`config.mk`:
```
export PLATFORM = sky130hd
export DESIGN_NAME = mc_ctrl
export DESIGN_NICKNAME = d
export VERILOG_FILES = /design/src/rtl/mc_ctrl_pkg.sv /design/src/rtl/mc_ctrl_dec.sv /design/src/rtl/mc_ctrl.sv
export SDC_FILE = /design/constraint.sdc
export NUM_CORES = 1
export LEC_CHECK = 0
export CAP_MARGIN = 30
export CELL_PAD_IN_SITES_DETAIL_PLACEMENT = 1
export CELL_PAD_IN_SITES_GLOBAL_PLACEMENT = 2
export CORE_MARGIN = 1
export CORE_UTILIZATION = 23
export CTS_CLUSTER_DIAMETER = 100
export DETAILED_ROUTE_END_ITERATION = 7
export GPL_TIMING_DRIVEN = 0
export PLACE_DENSITY_LB_ADDON = 0.1
export SYNTH_ARGS = -nofsm -noshare
export SYNTH_HDL_FRONTEND = slang
export SYNTH_SLANG_ARGS = --single-unit
```
`constraint.sdc`:
```
create_clock -name clk -period 2.3 [get_ports clk]
set_input_delay 0.46 -clock clk [delete_from_list [all_inputs] [get_ports clk]]
set_output_delay 0.46 -clock clk [all_outputs]
set_load 0.1 [all_outputs]
```
`src/rtl/mc_ctrl_pkg.sv`:
```
// Shared encodings for the multi-cycle MIPS control unit: FSM states, datapath select codes,
// opcode/funct constants and the decoded-instruction record.
package mc_ctrl_pkg;

  typedef enum logic [2:0] {
    S_IF   = 3'd0,
    S_ID   = 3'd1,
    S_EX   = 3'd2,
    S_MEM  = 3'd3,
    S_WB   = 3'd4,
    S_HALT = 3'd5
  } state_e;

  typedef enum logic [3:0] {
    ClsRAlu,
    ClsIAlu,
    ClsLoad,
    ClsStore,
    ClsBranch,
    ClsJ,
    ClsJal,
    ClsJr,
    ClsJalr,
    ClsIllegal
  } cls_e;

  localparam logic [3:0] AluNop  = 4'h0;
  localparam logic [3:0] AluAdd  = 4'h1;
  localparam logic [3:0] AluSub  = 4'h2;
  localparam logic [3:0] AluAnd  = 4'h3;
  localparam logic [3:0] AluOr   = 4'h4;
  localparam logic [3:0] AluSlt  = 4'h5;
  localparam logic [3:0] AluSltu = 4'h6;
  localparam logic [3:0] AluNor  = 4'h7;
  localparam logic [3:0] AluSll  = 4'h8;
  localparam logic [3:0] AluSrl  = 4'h9;
  localparam logic [3:0] AluLui  = 4'hA;
  localparam logic [3:0] AluXor  = 4'hB;

  localparam logic [1:0] NpcPc4 = 2'b00;
  localparam logic [1:0] NpcBr  = 2'b01;
  localparam logic [1:0] NpcJ   = 2'b10;
  localparam logic [1:0] NpcJr  = 2'b11;

  localparam logic [1:0] GprRd = 2'b00;
  localparam logic [1:0] GprRt = 2'b01;
  localparam logic [1:0] Gpr31 = 2'b10;

  localparam logic [1:0] WdAlu = 2'b00;
  localparam logic [1:0] WdMem = 2'b01;
  localparam logic [1:0] WdPc  = 2'b10;

  localparam logic [5:0] OpRtype = 6'h00;
  localparam logic [5:0] OpJ     = 6'h02;
  localparam logic [5:0] OpJal   = 6'h03;
  localparam logic [5:0] OpBeq   = 6'h04;
  localparam logic [5:0] OpBne   = 6'h05;
  localparam logic [5:0] OpAddi  = 6'h08;
  localparam logic [5:0] OpAddiu = 6'h09;
  localparam logic [5:0] OpSlti  = 6'h0A;
  localparam logic [5:0] OpSltiu = 6'h0B;
  localparam logic [5:0] OpAndi  = 6'h0C;
  localparam logic [5:0] OpOri   = 6'h0D;
  localparam logic [5:0] OpXori  = 6'h0E;
  localparam logic [5:0] OpLui   = 6'h0F;
  localparam logic [5:0] OpLw    = 6'h23;
  localparam logic [5:0] OpSw    = 6'h2B;

  localparam logic [5:0] FnSll  = 6'h00;
  localparam logic [5:0] FnSrl  = 6'h02;
  localparam logic [5:0] FnSllv = 6'h04;
  localparam logic [5:0] FnSrlv = 6'h06;
  localparam logic [5:0] FnJr   = 6'h08;
  localparam logic [5:0] FnJalr = 6'h09;
  localparam logic [5:0] FnAdd  = 6'h20;
  localparam logic [5:0] FnAddu = 6'h21;
  localparam logic [5:0] FnSub  = 6'h22;
  localparam logic [5:0] FnSubu = 6'h23;
  localparam logic [5:0] FnAnd  = 6'h24;
  localparam logic [5:0] FnOr   = 6'h25;
  localparam logic [5:0] FnXor  = 6'h26;
  localparam logic [5:0] FnNor  = 6'h27;
  localparam logic [5:0] FnSlt  = 6'h2A;
  localparam logic [5:0] FnSltu = 6'h2B;

  typedef struct packed {
    cls_e       cls;
    logic       is_bne;
    logic [3:0] alu_op;
    logic       ext_op;
    logic       alu_src;
    logic       alu_a;
    logic [1:0] gpr_sel;
  } dec_t;

endpackage

```
`src/rtl/mc_ctrl_dec.sv`:
```
// Combinational instruction decoder: Op/Funct to instruction class plus the EX-stage
// ALU controls and the write-back register select.
module mc_ctrl_dec
  import mc_ctrl_pkg::*;
(
  input  logic [5:0] i_op,
  input  logic [5:0] i_funct,
  output dec_t       o_dec,
  output logic       o_illegal
);

  always_comb begin
    o_dec         = '0;
    o_dec.cls     = ClsIllegal;
    o_dec.alu_op  = AluNop;
    o_dec.gpr_sel = GprRd;
    case (i_op)
      OpRtype: begin
        o_dec.cls = ClsRAlu;
        case (i_funct)
          FnAdd, FnAddu: o_dec.alu_op = AluAdd;
          FnSub, FnSubu: o_dec.alu_op = AluSub;
          FnAnd:         o_dec.alu_op = AluAnd;
          FnOr:          o_dec.alu_op = AluOr;
          FnXor:         o_dec.alu_op = AluXor;
          FnNor:         o_dec.alu_op = AluNor;
          FnSlt:         o_dec.alu_op = AluSlt;
          FnSltu:        o_dec.alu_op = AluSltu;
          // Immediate shifts take A from shamt; the variable forms keep A = rs.
          FnSll: begin
            o_dec.alu_op = AluSll;
            o_dec.alu_a  = 1'b1;
          end
          FnSrl: begin
            o_dec.alu_op = AluSrl;
            o_dec.alu_a  = 1'b1;
          end
          FnSllv:        o_dec.alu_op = AluSll;
          FnSrlv:        o_dec.alu_op = AluSrl;
          FnJr:          o_dec.cls    = ClsJr;
          FnJalr:        o_dec.cls    = ClsJalr;
          default:       o_dec.cls    = ClsIllegal;
        endcase
      end
      OpAddi, OpAddiu, OpSlti, OpSltiu, OpAndi, OpOri, OpXori, OpLui: begin
        o_dec.cls     = ClsIAlu;
        o_dec.alu_src = 1'b1;
        o_dec.gpr_sel = GprRt;
        o_dec.ext_op  = 1'b1;
        case (i_op)
          OpAddi, OpAddiu: o_dec.alu_op = AluAdd;
          OpSlti:          o_dec.alu_op = AluSlt;
          OpSltiu:         o_dec.alu_op = AluSltu;
          OpLui:           o_dec.alu_op = AluLui;
          OpAndi: begin
            o_dec.alu_op = AluAnd;
            o_dec.ext_op = 1'b0;
          end
          OpOri: begin
            o_dec.alu_op = AluOr;
            o_dec.ext_op = 1'b0;
          end
          default: begin
            o_dec.alu_op = AluXor;
            o_dec.ext_op = 1'b0;
          end
        endcase
      end
      OpLw, OpSw: begin
        o_dec.cls     = (i_op == OpLw) ? ClsLoad : ClsStore;
        o_dec.alu_op  = AluAdd;
        o_dec.alu_src = 1'b1;
        o_dec.ext_op  = 1'b1;
        o_dec.gpr_sel = GprRt;
      end
      OpBeq, OpBne: begin
        o_dec.cls    = ClsBranch;
        o_dec.is_bne = (i_op == OpBne);
        o_dec.alu_op = AluSub;
        o_dec.ext_op = 1'b1;
      end
      OpJ:     o_dec.cls = ClsJ;
      OpJal:   o_dec.cls = ClsJal;
      default: o_dec.cls = ClsIllegal;
    endcase
  end

  assign o_illegal = (o_dec.cls == ClsIllegal);

endmodule

```
`src/rtl/mc_ctrl.sv`:
```
// Multi-cycle MIPS control FSM (IF/ID/EX/MEM/WB/HALT) with memory wait states and illegal trap.
// Define MC_CTRL_PERF_EN to add saturating cyc_cnt/instr_cnt performance counters.
module mc_ctrl
  import mc_ctrl_pkg::*;
#(
  parameter int unsigned MEM_LAT         = 0,
  parameter int unsigned TRAP_ON_ILLEGAL = 1,
  parameter int unsigned CNT_W           = 32
) (
  input  logic             clk,
  input  logic             rst,
  input  logic [5:0]       Op,
  input  logic [5:0]       Funct,
  input  logic             Zero,
  input  logic             mem_ready,
  output logic             PCWrite,
  output logic             IRWrite,
  output logic             RegWrite,
  output logic             MemRead,
  output logic             MemWrite,
  output logic             EXTOp,
  output logic [3:0]       ALUOp,
  output logic [1:0]       NPCOp,
  output logic             ALUSrc,
  output logic             ALU_A,
  output logic [1:0]       GPRSel,
  output logic [1:0]       WDSel,
  output logic [2:0]       state,
  output logic             illegal
`ifdef MC_CTRL_PERF_EN
  ,
  output logic [CNT_W-1:0] cyc_cnt,
  output logic [CNT_W-1:0] instr_cnt
`endif
);

  localparam logic [7:0] LatCnt = 8'(MEM_LAT);

  state_e     r_state;
  state_e     w_state_d;
  logic [7:0] r_wait_cnt;
  logic [7:0] w_wait_d;
  dec_t       w_dec;
  logic       w_dec_illegal;
  logic       w_mem_done;

  mc_ctrl_dec u_dec (
    .i_op      (Op),
    .i_funct   (Funct),
    .o_dec     (w_dec),
    .o_illegal (w_dec_illegal)
  );

  // Early mem_ready is ignored until the wait count has run out.
  assign w_mem_done = (r_wait_cnt == LatCnt) && mem_ready;

  always_comb begin
    w_state_d = r_state;
    PCWrite   = 1'b0;
    IRWrite   = 1'b0;
    RegWrite  = 1'b0;
    MemRead   = 1'b0;
    MemWrite  = 1'b0;
    EXTOp     = 1'b0;
    ALUOp     = AluNop;
    NPCOp     = NpcPc4;
    ALUSrc    = 1'b0;
    ALU_A     = 1'b0;
    GPRSel    = GprRd;
    WDSel     = WdAlu;
    illegal   = 1'b0;
    case (r_state)
      S_IF: begin
        MemRead = 1'b1;
        if (w_mem_done) begin
          IRWrite   = 1'b1;
          PCWrite   = 1'b1;
          w_state_d = S_ID;
        end
      end
      S_ID: begin
        if (w_dec_illegal) begin
          illegal   = 1'b1;
          w_state_d = (TRAP_ON_ILLEGAL != 0) ? S_HALT : S_IF;
        end else begin
          case (w_dec.cls)
            ClsJ: begin
              PCWrite   = 1'b1;
              NPCOp     = NpcJ;
              w_state_d = S_IF;
            end
            ClsJal: begin
              PCWrite   = 1'b1;
              NPCOp     = NpcJ;
              RegWrite  = 1'b1;
              GPRSel    = Gpr31;
              WDSel     = WdPc;
              w_state_d = S_IF;
            end
            ClsJr: begin
              PCWrite   = 1'b1;
              NPCOp     = NpcJr;
              w_state_d = S_IF;
            end
            ClsJalr: begin
              PCWrite   = 1'b1;
              NPCOp     = NpcJr;
              RegWrite  = 1'b1;
              GPRSel    = GprRd;
              WDSel     = WdPc;
              w_state_d = S_IF;
            end
            default: w_state_d = S_EX;
          endcase
        end
      end
      S_EX: begin
        EXTOp  = w_dec.ext_op;
        ALUOp  = w_dec.alu_op;
        ALUSrc = w_dec.alu_src;
        ALU_A  = w_dec.alu_a;
        case (w_dec.cls)
          ClsBranch: begin
            NPCOp     = NpcBr;
            PCWrite   = w_dec.is_bne ? ~Zero : Zero;
            w_state_d = S_IF;
          end
          ClsLoad, ClsStore: w_state_d = S_MEM;
          default:           w_state_d = S_WB;
        endcase
      end
      S_MEM: begin
        if (w_dec.cls == ClsStore) begin
          MemWrite = 1'b1;
        end else begin
          MemRead = 1'b1;
        end
        if (w_mem_done) begin
          w_state_d = (w_dec.cls == ClsStore) ? S_IF : S_WB;
        end
      end
      S_WB: begin
        RegWrite  = 1'b1;
        WDSel     = (w_dec.cls == ClsLoad) ? WdMem : WdAlu;
        GPRSel    = w_dec.gpr_sel;
        w_state_d = S_IF;
      end
      S_HALT: w_state_d = S_HALT;
      default: w_state_d = S_IF;
    endcase
    // Reset aborts the current state, so no architectural write may escape in that cycle.
    if (rst) begin
      PCWrite  = 1'b0;
      IRWrite  = 1'b0;
      RegWrite = 1'b0;
      MemWrite = 1'b0;
      illegal  = 1'b0;
    end
  end

  always_comb begin
    w_wait_d = r_wait_cnt;
    if (w_state_d != r_state) begin
      w_wait_d = '0;
    end else if ((r_state == S_IF || r_state == S_MEM) && r_wait_cnt != LatCnt) begin
      w_wait_d = r_wait_cnt + 8'd1;
    end
  end

  always_ff @(posedge clk) begin
    if (rst) begin
      r_state    <= S_IF;
      r_wait_cnt <= '0;
    end else begin
      r_state    <= w_state_d;
      r_wait_cnt <= w_wait_d;
    end
  end

  assign state = r_state;

`ifdef MC_CTRL_PERF_EN
  logic [CNT_W-1:0] r_cyc_cnt;
  logic [CNT_W-1:0] r_instr_cnt;
  logic             w_retire;

  assign w_retire = (w_state_d == S_IF) &&
                    (r_state == S_ID || r_state == S_EX || r_state == S_MEM || r_state == S_WB);

  always_ff @(posedge clk) begin
    if (rst) begin
      r_cyc_cnt   <= '0;
      r_instr_cnt <= '0;
    end else begin
      if (r_state != S_HALT && r_cyc_cnt != '1) begin
        r_cyc_cnt <= r_cyc_cnt + 1'b1;
      end
      if (w_retire && r_instr_cnt != '1) begin
        r_instr_cnt <= r_instr_cnt + 1'b1;
      end
    end
  end

  assign cyc_cnt   = r_cyc_cnt;
  assign instr_cnt = r_instr_cnt;
`endif

endmodule
```
Word level (Yosys, flattened, before mapping)
Index checks and enable logic that the tools add are counted.
{"block": "op_classes", "n_shift": 0, "eq_ne": 43, "n_lt_le_gt_ge": 0, "addsub": 1, "n_reduce_logical": 27, "n_div": 0, "mux": 56, "n_bitwise": 1, "mul": 0}
{"cell": "6-bit equality test (second input constant)", "n": 12}
{"cell": "6-bit by 4-bit equality test with 1-bit output (second input constant)", "n": 10}
{"cell": "4-bit one-hot mux with 6 select lines", "n": 2}
{"cell": "4-bit one-hot mux with 10 select lines", "n": 1}
{"cell": "1-bit two-way mux", "n": 30}
{"cell": "2-bit OR reduction", "n": 13}
{"cell": "6-bit by 3-bit equality test with 1-bit output (second input constant)", "n": 4}
{"cell": "6-bit by 2-bit equality test with 1-bit output (second input constant)", "n": 3}
{"cell": "4-bit by 3-bit equality test with 1-bit output (second input constant)", "n": 4}
{"cell": "2-bit one-hot mux with 2 select lines", "n": 4}
{"cell": "4-bit one-hot mux with 4 select lines", "n": 1}
{"cell": "3-bit one-hot mux with 5 select lines", "n": 1}
{"cell": "14-bit OR reduction", "n": 1}
{"cell": "6-bit logical NOT", "n": 2}
{"cell": "2-bit two-way mux", "n": 6}
{"cell": "3-bit two-way mux", "n": 4}
{"cell": "4-bit one-hot mux with 3 select lines", "n": 1}
{"cell": "10-bit OR reduction", "n": 1}
{"cell": "8-bit by 1-bit adder with 8-bit output (second input constant)", "n": 1}
{"cell": "4-bit by 2-bit equality test with 1-bit output (second input constant)", "n": 2}
{"cell": "4-bit equality test (second input constant)", "n": 2}
{"cell": "8-bit logical NOT", "n": 1}
{"cell": "8-bit nonzero test", "n": 1}
{"cell": "4-bit OR reduction", "n": 2}
{"cell": "other kinds (14)", "n": 19}
{"block": "totals", "n_memories": 0, "reg_bits": 11, "inputBits": 16, "out_inout_bits": 22, "rom_bits": 0, "mem_bits_rw": 0, "latchBits": 0, "elab_cells": 130}

Depth between registers and ports, before layout
Gate-level depths: netlist of run 1.
{"block": "depth", "ltp_word": 11, "ltp_mapped": 8, "depth_no_buf": 8}

By module
Synthesis of run 1 repeated with hierarchy kept, for this count alone.
{"block": "hier_totals", "cells_unflattened": 196, "area_unflattened_um2": 1421.4}
{"module": "mc_ctrl", "area_each_um2": 934.6, "cells_per_inst": 118, "instances": 1, "seq_area_each_um2": 220.2}
{"module": "mc_ctrl_dec", "area_each_um2": 486.7, "cells_per_inst": 78, "instances": 1, "seq_area_each_um2": 0.0}

Least setup slack after synthesis of run 1
OpenSTA, ideal clock, no wires.
{"block": "synth_path", "path_type": "register to output", "start": "register r_state[0], in the netlist state[0]", "end": "output port IRWrite", "stages_incl_launch_ff": 4, "arrival_time_ns": 4.156, "setup_slack_ns": -2.316, "n_path_buf": 1, "t_required_ns": 1.840, "path_cell_list": "dfxtp_1 > clkbuf_1 > or2_2 > nor4_1"}
{"block": "synth_via", "elab_chain_cells": 3}
{"element": "start: declaration", "line_no": "mc_ctrl.sv:39", "text": "state_e r_state;"}
{"element": "start signal: assignment", "line_no": "mc_ctrl.sv:175", "text": "r_state <= w_state_d;"}
{"element": "3-bit logical NOT", "line_no": "mc_ctrl.sv:72", "text": "case (r_state)"}
{"element": "1-bit two-way mux", "line_no": "mc_ctrl.sv:72"}
{"element": "1-bit two-way mux", "line_no": "mc_ctrl.sv:152", "text": "if (rst) begin"}
{"element": "end: declaration", "line_no": "mc_ctrl.sv:17", "text": "output logic IRWrite,"}
No other way between the ends.

Worst setup path in the final report of run 1
{"block": "layout_path", "start": "input port Funct[0]", "end": "output port RegWrite"}
{"block": "layout_via", "elab_chain_cells": 10, "elab_cells_between_ends": 27, "cone_classes": "18 x eq/ne; 6 x mux; 3 x reduce/logical"}
{"element": "start: declaration", "line_no": "mc_ctrl.sv:13", "text": "input logic [5:0] Funct,"}
{"element": "6-bit equality test, or another cell as far along", "line_no": "mc_ctrl_dec.sv:20", "text": "case (i_funct)"}
{"element": "14-bit OR reduction (no line)"}
{"element": "4-bit one-hot mux with 3 select lines (*)", "line_no": "mc_ctrl_dec.sv:20"}
{"element": "4-bit one-hot mux with 6 select lines (*)", "line_no": "mc_ctrl_dec.sv:17", "text": "case (i_op)"}
{"element": "4-bit equality test / 4-bit by 3-bit equality test with 1-bit output (equally long branches)", "line_no": "mc_ctrl.sv:86", "text": "case (w_dec.cls)"}
{"element": "2-bit OR reduction (no line)"}
{"element": "1-bit two-way mux", "line_no": "mc_ctrl.sv:86"}
{"element": "1-bit two-way mux (*)", "line_no": "mc_ctrl.sv:82", "text": "if (w_dec_illegal) begin"}
{"element": "1-bit one-hot mux with 2 select lines (*)", "line_no": "mc_ctrl.sv:72"}
{"element": "1-bit two-way mux (*)", "line_no": "mc_ctrl.sv:152"}
{"element": "end: declaration", "line_no": "mc_ctrl.sv:18", "text": "output logic RegWrite,"}
Every way passes the cells marked *; elsewhere a longest branch is shown, timed or not.

==> results of run 1 <==
-- state kept, by name, indices dropped and copies added, names as in the netlist --
| signal | cells |
|---|---|
| r_wait_cnt | 8 |
| state | 3 |
-- per-stage QoR --
stage,instances,setup TNS [ns]
global route,338,-3.639
finish,338,-2.698
detailed placement,310,-35.02
global placement,310,-34.38
floorplan,206,-3.297
CTS,334,-1.782
-- power groups by stage --
stage	clock, mW	combinational [mW]	sequential [mW]
after floorplan	0	0.257	0.234
after global placement	0	0.387	0.204
after detailed placement	0	0.386	0.204
after CTS	0.206	0.443	0.200
after global routing	0.216	0.493	0.200
final	0.196	0.464	0.200
-- cells by family after synthesis --
logic type	share of synthesized area [%]
AO/OA/AOI/OAI	21.96
adder cells (fa/ha/maj)	1.815
XOR/XNOR	6.352
flip-flops	15.97
buffers and inverters	6.170
AND/OR/NAND/NOR	44.83
multiplexers	2.904
-- timing repair --
item                       4_1_cts  5_1_grt
setup endpoints to repair       30       26
pin swaps                       22       18
resized for setup              240       20
buffers inserted                21        5
-- routing by layer --
metal	share of wire [%]	vias to the layer above	GRT usage [%]
met5	0	-	0
met4	0.65	0	1.636
met3	3.0	4	2.629
met2	48	33	32.56
met1	48	833	25.85
li1	-	851	-
-- path summary, 6_finish.rpt --
path,end,slack (ns),depth (start not counted)
max,RegWrite,-0.41,7
min reg2reg,r_wait_cnt[6],0.63,3
min,r_wait_cnt[6],0.63,3
max reg2reg,r_wait_cnt[1],0.29,4
-- Yosys cell counts (2+ instances only) --
| cell | n | area, um^2 |
|---|---|---|
| nor3b_1 | 3 | 22.52 |
| nor3b_2 | 2 | 25.02 |
| dfxtp_1 | 11 | 220.2 |
| nand3b_1 | 3 | 22.52 |
| nor2_1 | 26 | 97.59 |
| a32oi_1 | 2 | 17.52 |
| clkbuf_1 | 6 | 22.52 |
| nor4b_1 | 3 | 26.28 |
| nor3_1 | 8 | 40.04 |
| inv_1 | 9 | 33.78 |
| mux2i_1 | 4 | 40.04 |
| nand2_1 | 24 | 90.09 |
| a221o_1 | 2 | 20.02 |
| o21ai_0 | 8 | 40.04 |
| a31oi_1 | 2 | 12.51 |
| xnor2_1 | 4 | 35.03 |
| nand4_1 | 3 | 18.77 |
| xor2_1 | 6 | 52.55 |
| and2_1 | 4 | 25.02 |
| o22ai_1 | 2 | 12.51 |
| nor4_1 | 2 | 12.51 |
| nand3_1 | 9 | 45.04 |
| a21oi_1 | 10 | 50.05 |
| nor2b_1 | 7 | 43.79 |
| buf_2 | 5 | 25.02 |
| a221oi_1 | 2 | 17.52 |
| o21ai_1 | 2 | 10.01 |
| nand2b_1 | 11 | 68.82 |
| or2_2 | 3 | 18.77 |
| ha_1 | 2 | 25.02 |
| o32ai_1 | 2 | 17.52 |
-- area by class of cell --
cell class | count | area [um^2] | area share, %
Multi-Input combinational cell | 174 | 1538 | 57.54
Timing Repair Buffer | 56 | 598.1 | 22.38
Sequential cell | 11 | 234.0 | 8.755
Buffer | 12 | 126.4 | 4.728
Tap cell | 72 | 90.09 | 3.371
Clock buffer | 4 | 45.04 | 1.685
Inverter | 9 | 41.29 | 1.545
-- worst reg2reg max path, stage by stage, from the launching register on --
cell and delay, ns:
dfxtp_4 0.36, o41ai_1 0.50, o21ai_1 0.17, a221oi_2 0.63, nor3b_2 0.27
==> flow_metrics.py, run 1 <==
metrics = {
    "run_status": {
        "status": "finished with violations",
        "violations": "setup timing",
    },
    "pwr": {
        "power_mw": 0.8597,
        "comb_power_share_pct": 54.0,
        "seq_power_share_pct": 23.2,
        "clkPwrFrac_pct": 22.8,
        "p_sw_mw": 0.3722,
        "p_leak_nw": 1.021,
        "ir_worst_vdd_mv": 0.2636,
        "internal_power_mw": 0.4875,
        "swShare_pct": 43.29,
        "power.density_nw_per_um2": 321.7,
    },
    "route": {
        "drt_wl_total_mm": 5.563,
        "vias_per_cell": 5.092,
        "vias": 1721,
        "drc_errors": 0,
        "drtIter0Drc": 110,
        "firstDrtPassIters": 5,
        "drtAntennaViolNets": 0,
        "wl_per_cell_um": 16.46,
    },
    "timing": {
        "tightest_slew_ns": 0.9707,
        "max_freq_mhz": 369.2,
        "setup_violations": 16,
        "hold_viol": 0,
        "whs_ns": 0.6326,
        "fin_ws_ns": -0.4087,
        "rsz0062_at_grt": "true",
        "relSlewSlack_pct": 35.09,
        "finalCritPeriodShare_pct": 117.8,
        "clock-skew-final_ns": 0.002587,
        "final_max_slew_viol_count": 0,
        "min_period_ns": 2.709,
    },
    "run": {
        "maxCapViolCount": 0,
    },
    "critical_path": {
        "critPathTopFamily": "compound AO/OA/AOI/OAI gates",
        "worst-path-buf-inv": 2,
        "cp_cell_sequence": "buf_8, or2_4, a221o_1, a311o_2, a211o_4, a21oi_4, buf_12",
        "cp_data_arrival_time_ns": 2.25,
        "crit_path_start": "Funct[0]",
        "crit_path_top_delay_cell": "a311o_2",
        "worstPathRequired_ns": 1.84,
        "slowest_delay_ns": 0.42,
        "worstSetupStartpointType": "primary input",
        "crit_fanout": 3,
        "setup.worst_path.end_class": "output port",
        "crit_type": "in -> out",
        "reg2reg_from": "state[0]",
    },
    "final_layout": {
        "final_area_um2": 2673,
        "drive_above_1_share_pct": 51.50,
        "insertedDiodeCount": 0,
        "mostFrequentLayoutCells": "buf_4 (24), nand2_1 (19), nor2_1 (15)",
        "final_util_pct": 47.37,
        "mostFrequentLayoutCell": "buf_4",
        "fin_nets": 285,
        "syn2layout_area_growth_pct": 93.83,
        "fillers": 658,
    },
    "cts": {
        "clock_latency_ns": 0.24,
        "cts_tree": "done",
        "clkTransAtPathRegs_ns": 0.05,
        "cts.sinks": 11,
        "hold_buffers": 0,
        "clockRootBuffer": "clkbuf_8",
        "cts_made_buffers": 3,
        "cts_buffer_depth": 2,
        "cts_max_level": 1,
    },
    "logic_synthesis": {
        "synth_area_per_cell_um2": 6.693,
        "synth_ff_type": "dfxtp_1",
        "syn_inst": 206,
        "yosysUniqueCellTypes": 50,
        "synth_edf_count": 0,
        "async_reset_ff_share_pct": 0,
        "ys_warn_count": 0,
        "netlist_area_um2": 1379,
        "syn_nets": 224,
        "yosysSeqAreaShare_pct": 15.97,
        "synth-seq-cells": 11,
    },
    "die": {
        "ios": 38,
        "dieWidth_um": 79.43,
        "core-area_um2": 5642,
        "row_count": 27,
        "die_area_um2": 6308,
        "start_util_pct": 24.44,
        "die_y_um": 79.43,
    },
    "place": {
        "place_ws_ns": -1.887,
        "portBuffers": 32,
        "gp_congestion": 0.8097,
        "post-dp-hpwl_mm": 3.926,
        "place_area_um2": 2077,
    },
    "grt": {
        "grt_pass1_vias": 1829,
        "grt_usage_pct": 18.95,
        "gr-total-overflow": 0,
        "antenna_found_initial": 0,
        "grt_first_pass_wirelength_mm": 9.453,
        "grt_max_degree": 11,
    },
    "worst_hold_path": {
        "hp-start": "r_wait_cnt[6]",
        "hp-class": "reg -> reg",
    },
}
Note: power is estimated with default switching activity, not from simulation.
==> inputs of run 2 (changes only) <==
CTS_CLUSTER_DIAMETER = not set   (was 100)
HOLD_SLACK_MARGIN = 0.12   (was not set)
==> results of run 2 <==
Final layout, timing and power as in run 1 (identical DEF).
==> inputs of run 3 (changes only) <==
ABC_AREA = 1   (was not set)
CORE_UTILIZATION = 22   (was 23)
==> run 3 against run 2 <==
  * The run still ends with setup timing left
  * Register-to-register slack about the same
  * Non-clock buffer count up 8
  * Die area up 4.1%
  * Final area up 4.7%
  * Sequential share of layout area down 0.48 points
  * Wire length down 5.5%
  * Setup slack better by 0.21 ns
  * Power up 13%
  * Sequential cell count unchanged
  * Clock power about the same
  * Critical path type unchanged
  * Largest power group unchanged
  * Highest routed layer unchanged
==> flow_metrics.py, run 3 <==
metrics = {
    "run_status": {
        "status": "finished with violations",
        "violations": "setup timing",
    },
    "cts": {
        "cts_tree": "done",
        "cts_max_level": 1,
        "clock_latency_ns": 0.24,
        "clockRootBuffer": "clkbuf_8",
        "cts_buffer_depth": 2,
        "clkTransAtPathRegs_ns": 0.05,
        "cts.sinks": 11,
        "hold_buffers": 0,
        "cts_made_buffers": 3,
    },
    "logic_synthesis": {
        "synth-xor-area-share_pct": 5.100,
        "synthTopCellsByCount": "nor2_1 (45), inv_1 (43), nand2_1 (39)",
        "synth-compound-area-share_pct": 14.57,
        "synth_area_per_cell_um2": 5.922,
        "netlist_area_um2": 1374,
        "syn_inst": 232,
        "yosysUniqueCellTypes": 36,
        "syn_nets": 250,
        "ys_warn_count": 0,
        "async_reset_ff_share_pct": 0,
        "synth_most_common_cell": "nor2_1",
        "synth_edf_count": 0,
        "synth-seq-cells": 11,
        "synth_top_family_by_area": "simple AND/OR/NAND/NOR gates",
        "yosysSeqAreaShare_pct": 16.03,
        "synth_top_area_share_pct": 16.03,
        "synth.mux.area_fraction_pct": 0,
        "synth_area_leaders": "dfxtp_1 (16%), nor2_1 (12%), inv_1 (12%)",
        "synth_adder_area_share_pct": 1.821,
        "synth_top_area_cell": "dfxtp_1",
        "synth_ff_type": "dfxtp_1",
        "yosys.area_share.simple_pct": 48.82,
    },
    "final_layout": {
        "mostFrequentLayoutCell": "inv_1",
        "final_area_um2": 2798,
        "largest_register": "r_wait_cnt",
        "mostFrequentLayoutCells": "inv_1 (32), buf_4 (26), nand2_1 (25)",
        "fin_nets": 330,
        "insertedDiodeCount": 0,
        "final_util_pct": 46.97,
        "syn2layout_area_growth_pct": 103.6,
        "largest_reg_flops": 8,
        "drive_above_1_share_pct": 55.31,
    },
    "die": {
        "die_area_um2": 6564,
        "ios": 38,
        "core-area_um2": 5956,
        "start_util_pct": 23.07,
        "dieWidth_um": 81.02,
        "row_count": 28,
        "die_y_um": 81.02,
    },
    "grt": {
        "antenna_found_initial": 0,
        "grt_first_pass_wirelength_mm": 8.611,
        "grt_max_degree": 11,
        "grt_pass1_vias": 1768,
        "gr-total-overflow": 0,
        "grt_usage_pct": 17.03,
    },
    "pwr": {
        "p_leak_nw": 1.218,
        "ir_worst_vdd_mv": 0.2674,
        "power.density_nw_per_um2": 347.3,
        "power_mw": 0.9718,
    },
    "run": {
        "maxCapViolCount": 0,
    },
    "route": {
        "firstDrtPassIters": 4,
        "drc_errors": 0,
        "drtIter0Drc": 28,
        "wl_per_cell_um": 13.61,
        "drt_wl_total_mm": 5.255,
        "drtAntennaViolNets": 0,
        "vias": 1747,
        "vias_per_cell": 4.526,
    },
    "timing": {
        "setup_violations": 8,
        "fin_ws_ns": -0.2010,
        "finalCritPeriodShare_pct": 108.7,
        "hold_viol": 0,
        "rsz0062_at_grt": "true",
        "final_max_slew_viol_count": 0,
        "tightest_slew_ns": 0.9633,
        "max_freq_mhz": 399.8,
        "min_period_ns": 2.501,
        "clock-skew-final_ns": 0.002017,
        "relSlewSlack_pct": 35.58,
    },
    "place": {
        "portBuffers": 37,
        "place_ws_ns": -1.867,
        "place_area_um2": 2074,
        "gp_congestion": 0.7564,
        "post-dp-hpwl_mm": 3.662,
    },
    "critical_path": {
        "worstSetupStartpointType": "primary input",
        "setup.worst_path.end_class": "output port",
        "cp_data_arrival_time_ns": 2.04,
        "worstPathRequired_ns": 1.84,
        "crit_fanout": 5,
        "crit_type": "in -> out",
    },
    "worst_hold_path": {
        "hp-class": "reg -> reg",
    },
}
-- run 3: cell count changes after synthesis, sizes merged, moves of 4 or more --
cell,delta
nor2b,-7
xnor2,-4
nand3,+12
inv,+38
clkbuf,-6
or2,-5
mux2i,-4
nor3b,-4
nand2,+22
and2,-4
nand2b,-11
nor2,+25
buf,-5
-- run 3: cells by family after synthesis --
kind of cell | after synthesis
xor+xnor | 8
flops | 11
fa+ha+maj | 2
buf+inv | 48
compound gates | 29
simple gates | 134
-- run 3: per-stage QoR --
step	hold slack, ns	instances	TNS [ns]
final	0.5540	386	-0.9511
after CTS	0.5612	377	-0.5783
after global placement	0.5508	344	-28.83
after detailed placement	0.5549	344	-28.28
after global routing	0.5929	386	-1.618
after floorplan	0.5234	232	-0.8430
-- run 3: critical path, cell delays in order --
cell and delay [ns]:
buf_8 0.10, nor2_4 0.15, buf_6 0.14, nand3_4 0.14, inv_4 0.12, nand2_4 0.06, o211ai_1 0.17, nand2_4 0.11
o21ai_4 0.18, o21ai_2 0.06, bufinv_8 0.19, buf_12 0.16
-- run 3: final cells by class --
cell class	count	area [um^2]
Buffer	1	11.26
Clock buffer	4	45.04
Inverter	47	202.7
Fill cell	733	3158
Tap cell	75	93.84
Multi-Input combinational cell	173	1430
Timing Repair Buffer	75	783.3
Sequential cell	11	231.5
-- run 3: path summary, 6_finish.rpt --
kind / startpoint / cells after the start / endpoint / slack (ns)
worst max-delay path: Op[4] / 12 / RegWrite / -0.20
worst min-delay path: r_wait_cnt[5] / 3 / r_wait_cnt[5] / 0.55
worst max register to register: r_wait_cnt[0] / 14 / r_wait_cnt[1] / 0.29
worst min register to register: r_wait_cnt[5] / 3 / r_wait_cnt[5] / 0.55
-- run 3: report_power, final --
group / leakage [nW] / switching (mW) / internal (mW)
sequential: 0.0911 / 0.0170 / 0.198
combinational: 1.10 / 0.367 / 0.196
clock: 0.0228 / 0.0716 / 0.122
-- run 3: repair_timing --
item                       CTS  global route
resized for setup          236            54
pin swaps                   31            22
setup buffers               29            12
setup endpoints to repair   27            24
-- run 3: per-layer routing --
metal	vias to the layer above	track usage [%]	share of wire [%]	routed length [um]
met3	2	2.584	3.3	172
li1	913	-	-	-
met5	-	0	0	0
met1	802	22.11	46	2411
met4	0	1.607	0.40	21
met2	30	30.42	50	2650
